<file path="config.mk">
export PLATFORM = sky130hd
export DESIGN_NAME = pipe_stage_reg
export DESIGN_NICKNAME = d
export VERILOG_FILES = /design/src/rtl/pipe_stage_reg.sv
export SDC_FILE = /design/constraint.sdc
export NUM_CORES = 1
export LEC_CHECK = 0
export BUFFER_PORTS_ARGS = -buffer_cell sky130_fd_sc_hd__buf_2
export CORE_MARGIN = 8
export CORE_UTILIZATION = 45
export CTS_CLUSTER_DIAMETER = 60
export DETAILED_ROUTE_END_ITERATION = 7
export GPL_TIMING_DRIVEN = 0
export MAX_ROUTING_LAYER = met4
export PLACE_DENSITY = 0.7
export SLEW_MARGIN = 20
export SYNTH_ARGS = -nofsm -noshare
export SYNTH_HDL_FRONTEND = slang
export SYNTH_SLANG_ARGS = --single-unit
</file>
<file path="constraint.sdc">
create_clock -name clk -period 4.5 [get_ports clk]
set_clock_uncertainty 0.05 [all_clocks]
set_input_delay 0.9 -clock clk [delete_from_list [all_inputs] [get_ports clk]]
set_output_delay 0.9 -clock clk [all_outputs]
set_load 0.05 [all_outputs]
</file>
<file path="src/rtl/pipe_stage_reg.sv">
// pipe_stage_reg: inter-stage pipeline register with a valid/ready handshake,
// a one-deep skid entry that absorbs a single stall, and flush with bubble insertion.
// Optional build macro: PIPE_REG_PERF_EN adds saturating stall/flush counters.
module pipe_stage_reg #(
    parameter int DATA_W = 69,
    parameter int CTRL_W = 2,
    parameter int CNT_W  = 16
) (
    input  logic              clk,
    input  logic              rst,
    input  logic              flush,
    input  logic              in_valid,
    output logic              in_ready,
    input  logic [DATA_W-1:0] in_data,
    input  logic [CTRL_W-1:0] in_ctrl,
    output logic              out_valid,
    input  logic              out_ready,
    output logic [DATA_W-1:0] out_data,
    output logic [CTRL_W-1:0] out_ctrl
`ifdef PIPE_REG_PERF_EN
    ,
    output logic [CNT_W-1:0]  stall_cnt,
    output logic [CNT_W-1:0]  flush_cnt
`endif
);

    // A zero-width bundle or counter has no meaning here; refuse to elaborate.
    if (DATA_W < 1 || CTRL_W < 1 || CNT_W < 1) begin : g_param_check
        $error("pipe_stage_reg: DATA_W, CTRL_W and CNT_W must all be >= 1");
    end

    // SKID means both the output register and the overflow entry hold bundles.
    typedef enum logic [1:0] {
        ST_EMPTY = 2'd0,
        ST_FULL  = 2'd1,
        ST_SKID  = 2'd2
    } state_t;

    state_t            state_q;
    logic [DATA_W-1:0] main_data_q;
    logic [CTRL_W-1:0] main_ctrl_q;
    logic [DATA_W-1:0] skid_data_q;
    logic [CTRL_W-1:0] skid_ctrl_q;
    logic              in_fire;

    // Ready depends only on registered state and rst, never on in_valid.
    assign in_ready  = rst & (state_q != ST_EMPTY ? state_q != ST_SKID : 1'b1);
    assign in_fire   = in_valid & in_ready;
    // Gating with rst keeps a reset cycle from ever showing a completed transfer.
    assign out_valid = rst & (state_q != ST_EMPTY);
    assign out_data  = main_data_q;
    // Bubbles must never leak control bits such as RegWrite downstream.
    assign out_ctrl  = out_valid ? main_ctrl_q : '0;

    // Handshake FSM: reset beats flush, flush beats the normal transfer.
    always_ff @(posedge clk) begin
        if (!rst) begin
            state_q     <= ST_EMPTY;
            main_data_q <= '0;
            main_ctrl_q <= '0;
            skid_data_q <= '0;
            skid_ctrl_q <= '0;
        end else if (flush) begin
            // Held entries and this cycle's input are dropped; out_data keeps its last value.
            state_q <= ST_EMPTY;
        end else begin
            case (state_q)
                ST_EMPTY: begin
                    if (in_fire) begin
                        state_q     <= ST_FULL;
                        main_data_q <= in_data;
                        main_ctrl_q <= in_ctrl;
                    end
                end
                ST_FULL: begin
                    if (out_ready) begin
                        if (in_fire) begin
                            main_data_q <= in_data;
                            main_ctrl_q <= in_ctrl;
                        end else begin
                            state_q <= ST_EMPTY;
                        end
                    end else if (in_fire) begin
                        // Output is stalled: park the newer bundle behind the held one.
                        state_q     <= ST_SKID;
                        skid_data_q <= in_data;
                        skid_ctrl_q <= in_ctrl;
                    end
                end
                ST_SKID: begin
                    if (out_ready) begin
                        state_q     <= ST_FULL;
                        main_data_q <= skid_data_q;
                        main_ctrl_q <= skid_ctrl_q;
                    end
                end
                default: begin
                    state_q <= ST_EMPTY;
                end
            endcase
        end
    end

`ifdef PIPE_REG_PERF_EN
    logic [CNT_W-1:0] stall_cnt_q;
    logic [CNT_W-1:0] flush_cnt_q;

    assign stall_cnt = stall_cnt_q;
    assign flush_cnt = flush_cnt_q;

    // Saturating perf counters; only reset clears them, flush leaves them alone.
    always_ff @(posedge clk) begin
        if (!rst) begin
            stall_cnt_q <= '0;
            flush_cnt_q <= '0;
        end else begin
            if (out_valid && !out_ready && stall_cnt_q != '1) begin
                stall_cnt_q <= stall_cnt_q + CNT_W'(1);
            end
            if (flush && state_q != ST_EMPTY && flush_cnt_q != '1) begin
                flush_cnt_q <= flush_cnt_q + CNT_W'(1);
            end
        end
    end
`endif

endmodule

</file>
==> results of run 1 <==
## through the flow
step / total power [mW] / hold slack (ns) / std cells
floorplan: 1.673 / 0.4032 / 690
global placement: 1.811 / 0.4088 / 1026
detailed placement: 1.811 / 0.4167 / 1026
CTS: 3.235 / 0.4246 / 1058
global route: 3.318 / 0.4393 / 1060
finish: 3.217 / 0.4226 / 1060
## cell type report
cell class	count	area, µm²	share of cell area (%)
Clock inverter	10	107.6	1.288
Multi-Input combinational cell	450	3442	41.20
Sequential cell	144	2883	34.51
Clock buffer	22	494.2	5.916
Antenna cell	2	5.005	0.05991
Inverter	1	3.754	0.04493
Buffer	95	442.9	5.302
Timing Repair Buffer	148	740.7	8.866
Tap cell	188	235.2	2.816
## cells by family (layout without fill, tap and decap cells)
logic type | Yosys count | after routing
buf+inv | 96 | 276
other cells | 0 | 2
simple gates | 90 | 90
flops | 144 | 144
compound gates | 289 | 289
mux | 71 | 71
## power breakdown
part / internal, mW / leakage, nW / switching [mW]
clock network: 0.884 / 0.294 / 0.546
logic: 0.133 / 2.02 / 0.317
registers: 1.31 / 1.17 / 0.0229
total: 2.33 / 3.48 / 0.886
## placed cells by master, fill, tap and decap left out, drive strengths merged, types with 2 or more instances in the layout
master,n
clkbuf,90
a21oi,73
diode,2
nand3,71
o21ai,71
dfxtp,144
bufinv,2
a211oi,72
clkinv,5
and2,4
nand2b,4
buf,175
mux2i,71
nor2,3
nand2,3
a311oi,71
clkinvlp,3
## worst reg2reg max path: cells and delay by family (launching register included)
family                 cells  cell delay [ns]
buffers and inverters      3             1.13
and+or+nand+nor            2             0.28
DFF                        1             0.29
AOI/OAI and AO/OA          1             0.15
## path summary, 6_finish.rpt
| kind | slack, ns | depth (start not counted) | to | startpoint |
|---|---|---|---|---|
| min | 0.42 | 2 | skid_data_q[26] | skid_data_q[26] |
| min reg2reg | 0.42 | 2 | skid_data_q[26] | skid_data_q[26] |
| max reg2reg | 2.53 | 6 | skid_data_q[65] | state_q[1] |
| max | 1.52 | 5 | in_ready | state_q[0] |
## layer usage
metal | vias up | global-route usage [%] | share of wire, %
met5 | - | - | 0
met4 | 0 | 7.915 | 1.8
met3 | 31 | 4.475 | 5.1
met1 | 3007 | 26.38 | 45
li1 | 2999 | - | -
met2 | 193 | 32.19 | 48
## state kept, by name (all words and copies together), names as in the netlist
name	cells
out_data	69
state_q	2
skid_ctrl_q	2
main_ctrl_q	2
skid_data_q	69
==> summary.txt, run 1 <==
Run status
  – Status: finished clean

Logic synthesis
  – Synthesized-area fraction occupied by adder cells: 0%
  – Syn Nets: 766
  – Seq/Total Area, Yosys: 42.57%
  – Synth unique cells: 27
  – Post-synthesis simple-gate area fraction: 7.077%
  – Number of flops mapped to enable cells by yosys: 0
  – Synth Warn #: 0
  – Synth Area per Inst: 9.814 µm²
  – Synth cell count leaders: dfxtp_1, a21oi_1
  – Fraction of registers with async set or reset after synthesis: 0%
  – Mapped Cells: 690
  – Share of the synthesized area in the top cell type: 42.57%
  – Compound-gate portion of the synthesized area: 33.26%
  – Largest cells by area after synthesis: dfxtp_1, a211oi_2, mux2i_1
  – Largest family of logic cells by synthesized area: compound AO/OA/AOI/OAI gates
  – Multiplexer share of the synthesized area: 10.50%
  – Leading area contributor after synthesis: dfxtp_1
  – Main flop type after synthesis: dfxtp_1
  – Post-synthesis cell area: 6771 µm²
  – Area share of xor/xnor cells in the synthesized design: 0%
  – Flop and latch count out of synthesis: 144
  – Top-count cell post-synth: dfxtp_1

Placement
  – Final GP Congestion: 0.7587
  – Pre-CTS WS: 1.640 ns
  – Post-DP HPWL: 13.53 mm
  – Port Buffers: 148
  – Area post-placement: 7747 µm²

Pwr
  – Leak: 3.480 nW
  – P per Cell Area: 385.1 nW/µm²
  – Peak supply drop: 0.2368 mV

STA
  – Final Max Slew Viols: 0
  – Final min period: 2.978 ns
  – Final hold violations: 0
  – Setup ws final: 1.522 ns
  – Fmax: 0.3358 GHz
  – # setup viols final: 0
  – Least-Margin Pin Slew: 0.8042 ns
  – Final period util: 66.17%
  – Setup TNS: 0 ns
  – Worst relative slew slack: 46.39%
  – Unrepaired setup endpoints after global routing: false

Worst setup path
  – Worst endpoint required time: 3.55 ns
  – CP max FO: 10
  – Crit path launch type: flop
  – Crit path max-delay family: buffers and inverters
  – Cell mode on critical path: buf_2
  – WP data arrival: 2.03 ns
  – Max stage delay on crit path: 0.47 ns
  – Critical Path Sink Type: output port
  – CP max stage cell: dfxtp_1
  – Worst path buffer plus inverter count: 3
  – Critical path class: flop to output port
  – Worst-path cell chain: nand2b_1 -> buf_4 -> buf_2 -> and2_1 -> buf_2

GRT
  – Vias in the first global route: 6102
  – Global-route congestion overflow total: 0
  – Initial antenna violation count: 2
  – First-pass GRT wire length: 32.04 mm
  – Largest net degree at the start of global routing: 17
  – Total track usage: 20.88%

Clock network
  – Clk pin slew, worst setup/hold paths: 0.06 ns
  – Worst-Skew Late Latency: 0.42 ns
  – CTS root buffer: clkbuf_16
  – TritonCTS Sinks: 144
  – CTS HTree Levels: 4
  – CTS buffer count: 17
  – Setup Buffers After CTS: 0
  – Hold_buf cts: 0
  – CTS tree: built
  – PostCTS Resize Cnt: 0
  – CTS Buffer Depth: 2

Routing
  – Wirelength per Cell: 19.20 µm
  – Antenna viol nets, final: 0
  – Via density: 5.877
  – Total number of vias: 6230
  – DRT Wirelength: 20.36 mm
  – # DRC: 0
  – TritonRoute pass-1 iters: 5
  – Starting DRC count in detailed routing: 463

Cells and area
  – Layout cells sized above 1: 32.30%
  – Final Util: 55.78%
  – P&R area growth vs syn: 23.37%
  – Filler Cell Count: 1366
  – Post-route design area: 8354 µm²
  – Nets: 933

Floorplanning
  – Die Y-Extent: 138.7 µm
  – Starting Density: 45.21%
  – CORE AREA: 14980 µm²
  – Die area: 19230 µm²
  – Standard-cell rows: 45
  – Die W: 138.7 µm
  – I/O pin total: 149

Worst hold path
  – Hold Path Class: flop to flop

Flow run
  – Max_cap viols: 0
No activity file was read; power rests on OpenSTA's default activity.
==> run 2, diff against run 1 <==
--- a/config.mk
+++ b/config.mk
@@ -12,7 +12,7 @@
 export DETAILED_ROUTE_END_ITERATION = 7
 export GPL_TIMING_DRIVEN = 0
 export MAX_ROUTING_LAYER = met4
-export PLACE_DENSITY = 0.7
+export PLACE_DENSITY = 0.73
 export SLEW_MARGIN = 20
 export SYNTH_ARGS = -nofsm -noshare
 export SYNTH_HDL_FRONTEND = slang
==> constraint.sdc (replaced) <==
create_clock -name clk -period 2.4 [get_ports clk]
set_clock_uncertainty 0.05 [all_clocks]
set_input_delay 0.48 -clock clk [delete_from_list [all_inputs] [get_ports clk]]
set_output_delay 0.48 -clock clk [all_outputs]
set_load 0.05 [all_outputs]
==> run 2 against run 1 <==
Clock-buffer cell count shrank 4; die area unchanged; first-iteration DRC count is 4.8% higher; sequential share of layout area decreased by 0.062 points; critical path type unchanged; cell area increased by 0.18%; setup slack got worse by 1.4 ns; core utilization increased by 0.10 points; clock power rose by 97%.
==> summary.txt, run 2 (synthesis gave the netlist of run 1 again) <==
Clock network
  – Worst-Skew Late Latency: 0.43 ns (about the same)
  – Hold_buf cts: 0 (unchanged)
  – CTS tree: built
  – CTS buffer count: 17 (unchanged)
  – Clk pin slew, worst setup/hold paths: 0.07 ns (about the same)
  – TritonCTS Sinks: 144 (unchanged)
  – CTS HTree Levels: 4 (unchanged)
  – CTS Buffer Depth: 2 (unchanged)
  – CTS root buffer: clkbuf_16

STA
  – Setup TNS: 0 ns (unchanged)
  – Worst relative slew slack: 47.97% (+1.6 points)
  – Final period util: 95.27%
  – Unrepaired setup endpoints after global routing: false
  – Fmax: 0.4373 GHz
  – Least-Margin Pin Slew: 0.7804 ns (-0.02378 ns)
  – Final min period: 2.287 ns
  – Final hold violations: 0 (unchanged)
  – Final Max Slew Viols: 0 (unchanged)
  – # setup viols final: 0 (unchanged)

Worst setup path
  – WP data arrival: 1.76 ns (-0.27 ns)
  – Critical path class: flop to output port
  – Worst Setup SP: state_q[0]
  – Max stage delay on crit path: 0.47 ns (about the same)
  – Crit path launch type: flop
  – Worst endpoint required time: 1.87 ns (-1.68 ns)
  – Worst-path cell chain: nand2b_1 -> buf_6 -> and2_1 -> buf_2
  – CP max stage cell: dfxtp_1
  – FF-to-FF Start: state_q[1]
  – Critical Path Sink Type: output port
  – CP max FO: 19 (+9)

Placement
  – Post-DP HPWL: 13.63 mm (+0.79%)
  – Final GP Congestion: 0.8137 (+7.2%)
  – Port Buffers: 148 (unchanged)

Flow run
  – Max_cap viols: 0 (unchanged)

GRT
  – Largest net degree at the start of global routing: 20 (+3)
  – Initial antenna violation count: 1 (-1)
  – Most Used Layer, Global Route: met2
  – Met3 Track Usage GR: 4.819% (+0.34 points)
  – Met1 GRT Util: 26.18% (-0.20 points)
  – Global-route congestion overflow total: 0 (unchanged)
  – Vias in the first global route: 6068 (-0.56%)
  – Total track usage: 20.93% (+0.049 points)
  – First-pass GRT wire length: 32.07 mm (+0.11%)
  – Met2 usage: 31.65% (-0.54 points)

Routing
  – Antenna viol nets, final: 0 (unchanged)
  – Wirelength per Cell: 19.24 µm (+0.18%)
  – Starting DRC count in detailed routing: 485 (+4.8%)
  – TritonRoute pass-1 iters: 6 (+1)
  – DRT Wirelength: 20.35 mm (about the same)
  – # DRC: 0 (unchanged)
  – Total number of vias: 6326 (+1.5%)
  – Via density: 5.979 (+1.7%)

Pwr
  – Peak supply drop: 0.4444 mV (+88%)
  – P per Cell Area: 735.9 nW/µm² (+91%)
  – Leak: 3.478 nW (about the same)
  – Tot Pwr: 6.159 mW (+91%)

Cells and area
  – Sequential Area: 2883 µm² (unchanged)
  – Layout cells sized above 1: 32.11% (-0.19 points)
  – Most frequent cells in the layout: buf_2, dfxtp_1, a21oi_1
  – Multi-input gate area: 3442 µm² (unchanged)
  – Nets: 932 (-0.11%)
  – Commonest non-fill, non-tap cell in the layout: buf_2
  – Filler Cell Count: 1323 (-3.1%)
  – P&R area growth vs syn: 23.60%

Floorplanning
  – I/O pin total: 149 (unchanged)
  – Die area: 19230 µm² (unchanged)
  – Starting Density: 45.21% (unchanged)
  – Standard-cell rows: 45 (unchanged)
  – CORE AREA: 14980 µm² (unchanged)
  – Die Y-Extent: 138.7 µm (unchanged)
  – Die W: 138.7 µm (unchanged)

Worst hold path
  – Hold Path Class: input pin to flop
  – Hold path startpoint: in_data[3]

Run status
  – Status: finished clean
==> run 2: what timing repair did <==
action / in CTS / in global routing
endpoints found under the hold margin: 0 / 0
endpoints found under the setup margin: 1 / 1
gates resized for setup: 0 / 1
setup buffers: 0 / 0
==> run 2: metrics by stage <==
step	setup WS [ns]	cells	instance area [µm²]	hold WS, ns	utilization (%)
after detailed placement	0.1537	1026	7747	0.4165	51.73
after global routing	0.0003875	1058	8369	0.2450	55.88
final	0.1135	1058	8369	0.2617	55.88
after global placement	0.1251	1026	7747	0.4093	51.73
after CTS	0.01459	1057	8363	0.2411	55.84
after floorplan	0.1041	690	6771	0.4032	-
==> run 2: cell type report <==
class / instances / share of cell area (%)
Buffer: 94 / 5.277
Clock buffer: 18 / 5.128
Clock inverter: 14 / 2.287
Sequential cell: 144 / 34.44
Multi-Input combinational cell: 450 / 41.13
Inverter: 1 / 0.04485
Antenna cell: 1 / 0.02990
Tap cell: 188 / 2.811
Timing Repair Buffer: 148 / 8.850
==> run 2: worst max-delay path: cells and delay by family, from the launching register on <==
kind                   cells  cell delay, ns
buffers and inverters      2            0.49
and+or+nand+nor            2            0.36
DFF                        1            0.47
==> run 2: per-layer routing <==
layer / vias up / part of all wire (%)
li1: 3005 / -
met1: 3065 / 45
met2: 221 / 47
met3: 35 / 5.3
met4: 0 / 2.6
met5: - / 0
==> run 2: path summary, 6_finish.rpt <==
kind | to | depth (start not counted) | slack [ns]
worst max-delay path | in_ready | 4 | 0.11
worst min-delay path | skid_data_q[3] | 3 | 0.26
worst max register to register | out_data[60] | 5 | 0.47
worst min register to register | skid_data_q[26] | 2 | 0.42
==> run 2: power breakdown <==
| group | internal (mW) | switching [mW] | total (mW) |
|---|---|---|---|
| Clock | 1.74 | 1.07 | 2.81 |
| Sequential | 2.46 | 0.0437 | 2.51 |
| Combinational | 0.249 | 0.595 | 0.844 |
